<file path="src/rtl/cpu0_bus_pkg.sv">
// Shared definitions for the cpu0 memory bus: bridge state encoding, access direction, word geometry.
// Latency: n/a (types, constants and a byte-select helper only).
// Backpressure: n/a.
package cpu0_bus_pkg;

  typedef enum logic [1:0] {
    ST_IDLE = 2'd0,
    ST_XFER = 2'd1,
    ST_DONE = 2'd2
  } state_t;

  localparam logic RW_READ        = 1'b1;
  localparam logic RW_WRITE       = 1'b0;
  localparam int   BYTES_PER_WORD = 4;

  // Big-endian byte select: byte 0 is the most significant byte.
  function automatic logic [7:0] word_byte(input logic [31:0] w, input logic [1:0] k);
    logic [7:0] b;
    case (k)
      2'd0:    b = w[31:24];
      2'd1:    b = w[23:16];
      2'd2:    b = w[15:8];
      default: b = w[7:0];
    endcase
    return b;
  endfunction

endpackage

</file>
<file path="src/rtl/mem_byte_bridge.sv">
// Bridges a 32-bit word request onto a byte-wide memory as four big-endian byte accesses.
// Latency: request sampled at edge N, bytes on cycles N+1..N+4, done at N+5; faulted request done at N+1.
// Backpressure: none queued; req_en is only sampled in IDLE, so the requester holds or re-asserts it after busy falls.
//
// Ports:
//   clock, reset            rising-edge clock, asynchronous active-low reset
//   req_en/rw/addr/wdata    word request (rw: 1 = read, 0 = write)
//   busy, done, fault       status; done is a one-cycle pulse, fault is valid with done
//   rdata                   last successfully read word
//   m_en/rw/addr/wdata      byte memory command
//   m_rdata                 byte memory read data, combinational from m_addr
module mem_byte_bridge
  import cpu0_bus_pkg::*;
#(
  parameter int ADDR_LIMIT  = 128,
  parameter int ALIGN_CHECK = 1
) (
  input  logic        clock,
  input  logic        reset,
  input  logic        req_en,
  input  logic        req_rw,
  input  logic [31:0] req_addr,
  input  logic [31:0] req_wdata,
  output logic        busy,
  output logic        done,
  output logic        fault,
  output logic [31:0] rdata,
  output logic        m_en,
  output logic        m_rw,
  output logic [31:0] m_addr,
  output logic [7:0]  m_wdata,
  input  logic [7:0]  m_rdata
);

  state_t      state;
  logic [1:0]  k;
  logic        rw_q;
  logic [31:0] wdata_q;
  // Holds the first three bytes of a read; the fourth byte joins them directly into rdata.
  logic [23:0] asm_q;
  logic        req_bad;

  // Range check is done in 33 bits so addresses near 2^32 cannot wrap into range.
  always_comb begin
    req_bad = (({1'b0, req_addr} + 33'd3) >= 33'(ADDR_LIMIT));
    if ((ALIGN_CHECK != 0) && (req_addr[1:0] != 2'b00)) begin
      req_bad = 1'b1;
    end
  end

  always_ff @(posedge clock or negedge reset) begin
    if (!reset) begin
      state   <= ST_IDLE;
      k       <= 2'd0;
      rw_q    <= RW_READ;
      wdata_q <= 32'd0;
      asm_q   <= 24'd0;
      busy    <= 1'b0;
      done    <= 1'b0;
      fault   <= 1'b0;
      rdata   <= 32'd0;
      m_en    <= 1'b0;
      m_rw    <= RW_READ;
      m_addr  <= 32'd0;
      m_wdata <= 8'd0;
    end else begin
      case (state)
        ST_IDLE: begin
          done  <= 1'b0;
          fault <= 1'b0;
          busy  <= 1'b0;
          if (req_en) begin
            rw_q    <= req_rw;
            wdata_q <= req_wdata;
            busy    <= 1'b1;
            if (req_bad) begin
              // Rejected requests never touch memory: straight to DONE with fault.
              state <= ST_DONE;
              done  <= 1'b1;
              fault <= 1'b1;
            end else begin
              state   <= ST_XFER;
              k       <= 2'd0;
              m_en    <= 1'b1;
              m_rw    <= req_rw;
              m_addr  <= req_addr;
              m_wdata <= word_byte(req_wdata, 2'd0);
            end
          end
        end

        ST_XFER: begin
          if (rw_q == RW_READ) begin
            asm_q <= {asm_q[15:0], m_rdata};
          end
          if (k == 2'(BYTES_PER_WORD - 1)) begin
            state   <= ST_DONE;
            done    <= 1'b1;
            m_en    <= 1'b0;
            m_rw    <= RW_READ;
            m_addr  <= 32'd0;
            m_wdata <= 8'd0;
            if (rw_q == RW_READ) begin
              rdata <= {asm_q, m_rdata};
            end
          end else begin
            k       <= k + 2'd1;
            m_addr  <= m_addr + 32'd1;
            m_wdata <= word_byte(wdata_q, k + 2'd1);
          end
        end

        ST_DONE: begin
          state <= ST_IDLE;
          done  <= 1'b0;
          busy  <= 1'b0;
          fault <= 1'b0;
        end

        default: begin
          state <= ST_IDLE;
          done  <= 1'b0;
          busy  <= 1'b0;
          fault <= 1'b0;
          m_en  <= 1'b0;
        end
      endcase
    end
  end

endmodule

</file>
<file path="config.mk">
export PLATFORM = sky130hd
export DESIGN_NAME = mem_byte_bridge
export DESIGN_NICKNAME = d
export VERILOG_FILES = /design/src/rtl/cpu0_bus_pkg.sv /design/src/rtl/mem_byte_bridge.sv
export SDC_FILE = /design/constraint.sdc
export NUM_CORES = 1
export LEC_CHECK = 0
export ABC_CLOCK_PERIOD_IN_PS = 2300
export CAP_MARGIN = 20
export CORE_MARGIN = 3
export CORE_UTILIZATION = 46
export CTS_CLUSTER_SIZE = 30
export DETAILED_ROUTE_END_ITERATION = 12
export GPL_TIMING_DRIVEN = 0
export MAX_ROUTING_LAYER = met4
export PLACE_DENSITY_LB_ADDON = 0.25
export SETUP_SLACK_MARGIN = 0.2
export SYNTH_ARGS = -nofsm -noshare
export SYNTH_HDL_FRONTEND = slang
export SYNTH_SLANG_ARGS = --single-unit
export TNS_END_PERCENT = 50
</file>
<file path="constraint.sdc">
create_clock -name clock -period 2.3 [get_ports clock]
set_clock_uncertainty 0.15 [all_clocks]
set_input_delay 0.345 -clock clock [delete_from_list [all_inputs] [get_ports clock]]
set_output_delay 0.345 -clock clock [all_outputs]
set_load 0.005 [all_outputs]
</file>
# [After elaboration in Yosys (flattened, before gate mapping)]
# Cells that the tools add are included.
[op_classes] magnitude_cmp=1 n_reduce_logical=12 addsub=3 eq_ne=9 bitwise=1 muxes=32
[op_table] op="$mux 32" n=3
[op_table] op="$pmux 32 s2" n=1
[op_table] op="$add 32x2->33 const B" n=1
[op_table] op="$ge 33x8->1 const B" n=1
[op_table] op="$add 32x1->32 const B" n=1
[op_table] op="$mux 8" n=3
[op_table] op="$pmux 8 s3" n=1
[op_table] op="$pmux 8 s2" n=1
[op_table] op="$mux 2" n=6
[op_table] op="$reduce_and 4->1" n=3
[op_table] op="$mux 1" n=10
[op_table] op="$ne 2x2->1 const B" n=4
[op_table] op="$pmux 1 s2" n=4
[op_table] op="$pmux 2 s2" n=2
[op_table] op="$eq 2x2->1 const B" n=3
[op_table] op="$reduce_and 2->1" n=3
[op_table] op="$reduce_and 3->1" n=2
[op_table] op="$eq 2x1->1 const B" n=2
[op_table] op="$logic_not 2->1" n=2
[op_table] op="$reduce_bool 2->1" n=2
[op_table] op="$pmux 1 s3" n=1
[op_table] op="$add 2x1->2 const B" n=1
[op_table] op="$not 1->1" n=1
[word_totals] output_inout_bits=77 reg_bits=138

# [Logic depth before layout (Yosys ltp)]
[logic_depth] word_depth=6 depth_mapped=9 ltp_nobuf=8

# [Worst setup path after synthesis]
# Ideal clock, no wire load.
[synth_timing] path_kind="input to register" startpoint="input req_addr[2]" endpoint="register m_addr[2]" t_arrival_ns=2.185 slack_ns=-0.175 path_stages=8 path_buffers=1 t_required_ns=2.010 cell_sequence="nand4_1 nor3_2 mux2_2 a211oi_2 nand4_2 buf_6 o41ai_2 o211ai_1"
[synth_via] elab_chain_cells=5
[synth_lines] element="start: declaration" line_no="mem_byte_bridge.sv:22" source="input logic [31:0] req_addr,"
[synth_lines] element="$add 32x2->33" line_no="mem_byte_bridge.sv:45" source="req_bad = (({1'b0, req_addr} + 33'd3) >= 33'(ADDR_LIMIT));"
[synth_lines] element="$ge 33x8->1" line_no="mem_byte_bridge.sv:45"
[synth_lines] element="$mux 1" line_no="mem_byte_bridge.sv:46" source="if ((ALIGN_CHECK != 0) && (req_addr[1:0] != 2'b00)) begin"
[synth_lines] element="$ne 2x2->1 (no line)"
[synth_lines] element="$reduce_and 3->1 (no line)"
[synth_lines] element="end signal: assignment" line_no="mem_byte_bridge.sv:86" source="m_addr <= req_addr;"
[synth_lines] element="end signal: assignment" line_no="mem_byte_bridge.sv:108" source="m_addr <= m_addr + 32'd1;"
[synth_lines] element="end: declaration" line_no="mem_byte_bridge.sv:30" source="output logic [31:0] m_addr,"
# Several ways; a longest one is shown, not always the timed one. The select of a mux whose other input is x is not followed.
# A chain may end at the register's enable or synchronous reset.

# [Worst setup path in the final report]
[layout_timing] startpoint="register m_addr[2]" endpoint="register m_addr[29]"
[layout_via] elab_chain_cells=3
[layout_lines] element="$add 32x1->32" line_no="mem_byte_bridge.sv:108"
[layout_lines] element="$mux 32" line_no="mem_byte_bridge.sv:96" source="if (k == 2'(BYTES_PER_WORD - 1)) begin"
[layout_lines] element="$pmux 32 s2" line_no="mem_byte_bridge.sv:67" source="case (state)"
# No other way between the ends.

==> summary.txt <==
Most used DFF post-synth -> dfrtp_1
Critical R2R Launch -> m_addr[2]$_DFFE_PN0P_
total grt overflow -> 0
CP arrival -> 2.48 ns
Mapped Cells -> 674
Worst Path Max Fanout -> 5
antenna violations before repair -> 0
Final min period -> 2.282 ns
core region area -> 14,100 um2
hold depth -> 2
num rows -> 43
Synth Register Bits -> 138
failing checks -> negative hold slack
CTS Buffer Depth -> 2
min-delay src -> req_addr[4]
H-Tree Depth -> 4
# setup viols final -> 0
Max Slew Vio Count -> 0
Avg Cell Area, Syn -> 9.956 um2
commonest non-fill, non-tap cells in the layout -> nand2_1 (162), dfrtp_1 (129), clkdlybuf4s50_1 (122)
remaining antenna violation count -> 0
Worst-path clk slew -> 0.06 ns
hold path endpoint -> m_addr[4]$_DFFE_PN0P_
crit path capture type -> flop
Starting Density -> 47.60%
pwr dens -> 1108 nW/um2
Reg2Reg Capture Point -> m_addr[29]$_DFFE_PN0P_
placed cell areas -> 8504 um2
Max-Cap Viols -> 0
fillers -> 1,014
# DRC -> 0
final wirelength -> 21,120 um
internal reg-to-reg setup slack -> 0.02 ns
number of enable flip-flop cells after synthesis -> 0
Die Footprint -> 16,070 um2
Initial DRT Pass Iterations -> 8
first-pass GRT wire length -> 33,260 um
nets@finish -> 968
Ys Warns -> 0
PortBufs -> 152
Via density -> 5.937
WS Path Type -> reg -> reg
mapped cell area -> 6710 um2
Design Area, Final -> 9963 um2
Required @ worst endpoint -> 2.50 ns
status -> complete, but fails checks
Max Freq -> 0.4383 GHz
startpoint types -> flop
ant diodes -> 0
RSZ-0062 raised after global routing -> yes
die height -> 126.8 um
Fin. Hold Viols -> 1
reg2reg path depth -> 8
die width -> 126.8 um
largest net degree at the start of global routing -> 82
number of global-route vias before repair -> 6,602
# clock sinks -> 138
register area share after synthesis -> 51.50%
Avg WL per Cell -> 19.57 um
overall routing resource usage -> 26.56%
Total Power -> 11.04 mW
routability congestion estimate -> 0.8653
number of distinct library cells after synthesis -> 67
clock buffer count from CTS -> 17
HP Class -> in -> reg
final core occ -> 70.68%
commonest non-fill, non-tap cell in the layout -> nand2_1
Syn-to-layout area delta -> 48.48%
fraction of layout cells with a size suffix above 1 -> 29.25%
Async SR Flop Fraction -> 100.0%
final worst-path cycle share -> 99.20%
Max VDD drop -> 0.8616 mV
post-DP HPWL -> 13,620 um
max_slew headroom -> 56.84%
Root Buffer -> clkbuf_16
TritonCTS clock tree -> yes
routed vias -> 6,406
Clock Latency Late Sink -> 0.43 ns
I/O Pins -> 153
leakage -> 4.410 nW
DR iter-0 viols -> 551
Worst Max-Slew Pin Slew -> 0.6449 ns
Syn Nets -> 756
Hold Slack -> -0.006661 ns
-- synthesized netlist by cell type (14+ instances only) --
cell type / number / area share (%)
nand2_1: 166 / 9.3
nor3_1: 19 / 1.4
a21oi_1: 17 / 1.3
nor2_1: 31 / 1.7
o21ai_0: 18 / 1.3
dfrtp_1: 136 / 51
mux2_2: 58 / 9.7
o211ai_1: 14 / 1.6
nand3_1: 27 / 2.0
clkbuf_1: 25 / 1.4
-- kinds of logic after synthesis --
group / Yosys count / share of synthesized area, %
AOI/OAI and AO/OA: 114 / 12.64
xor gates and xnor gates: 2 / 0.2611
adders and majority gates: 6 / 1.119
buffers and inverters: 44 / 2.741
DFF: 138 / 51.50
muxes: 61 / 10.18
and+or+nand+nor: 309 / 21.55
-- worst max path at each step --
stage	start	to	slack, ns	cells after the start
4_1_cts	req_addr[15]	m_addr[3]$_DFFE_PN0P_	0.01	9
2_1_floorplan	req_addr[2]	m_addr[2]$_DFFE_PN0P_	-0.09	8
5_1_grt	req_addr[13]	m_addr[17]$_DFFE_PN0P_	-0.05	9
6_report	m_addr[2]$_DFFE_PN0P_	m_addr[29]$_DFFE_PN0P_	0.02	8
3_5_place_dp	req_addr[6]	m_addr[29]$_DFFE_PN0P_	-1.07	8
3_3_place_gp	reset	rdata[12]$_DFFE_PN0P_	-4.54	1
-- repair_timing --
action / in CTS / in global routing
pin swaps: 38 / 42
setup buffers: 22 / 13
endpoints found under the setup margin: 123 / 133
gates cloned: 3 / 0
gates resized for setup: 138 / 115
hold buffers: 2 / 0
endpoints found under the hold margin: 58 / 0
-- registers in the layout, indices dropped and copies added (netlist names) --
register,cells
m_rw,1
m_en,1
done,1
asm_q,24
k,2
rdata,32
m_addr,32
m_wdata,8
rw_q,1
wdata_q,32
state,2
fault,1
busy,1
-- layer usage --
| metal | share of wire (%) | GRT usage (%) | up-vias | routed length (um) |
|---|---|---|---|---|
| met5 | 0 | - | - | 0 |
| met4 | 2.4 | 10.98 | 0 | 497 |
| met2 | 51 | 42.56 | 338 | 10700 |
| met1 | 40 | 33.29 | 3158 | 8378 |
| met3 | 7.3 | 5.011 | 49 | 1536 |
| li1 | - | - | 2861 | - |
-- worst max-delay path, cell delays in order, from the launching register on --
cell      delay [ns]
dfrtp_1         0.51
nand3_2         0.18
nor3_4          0.27
nor4b_4         0.29
nand4_1         0.18
buf_4           0.18
nor2_1          0.21
nand3_1         0.16
o221ai_2        0.08
-- area by class of cell --
cell class              instances  area, um2  share of cell area [%]
multi-input cells             492       3527                   35.40
flip-flops and latches        138       3465                   34.77
repair buffers                193       1871                   18.77
clock buffers                  17      425.4                   4.270
plain buffers                  34      247.7                   2.487
well taps                     180      225.2                   2.260
clock inverters                15      165.2                   1.658
inverters                      10      37.54                  0.3767
-- per-stage QoR --
stage,worst slack [ns],setup TNS (ns),std cells
floorplan,-0.09036,-0.8711,674
global placement,-4.538,-676.77,1006
detailed placement,-1.068,-58.65,1007
CTS,0.01168,0,1066
global route,-0.05261,-0.7935,1079
finish,0.01839,0,1079
-- power by group --
part | internal [mW] | switching (mW)
Clock | 1.61 | 1.13
Combinational | 2.18 | 1.92
Sequential | 3.43 | 0.769
No activity file was read; power rests on OpenSTA's default activity.
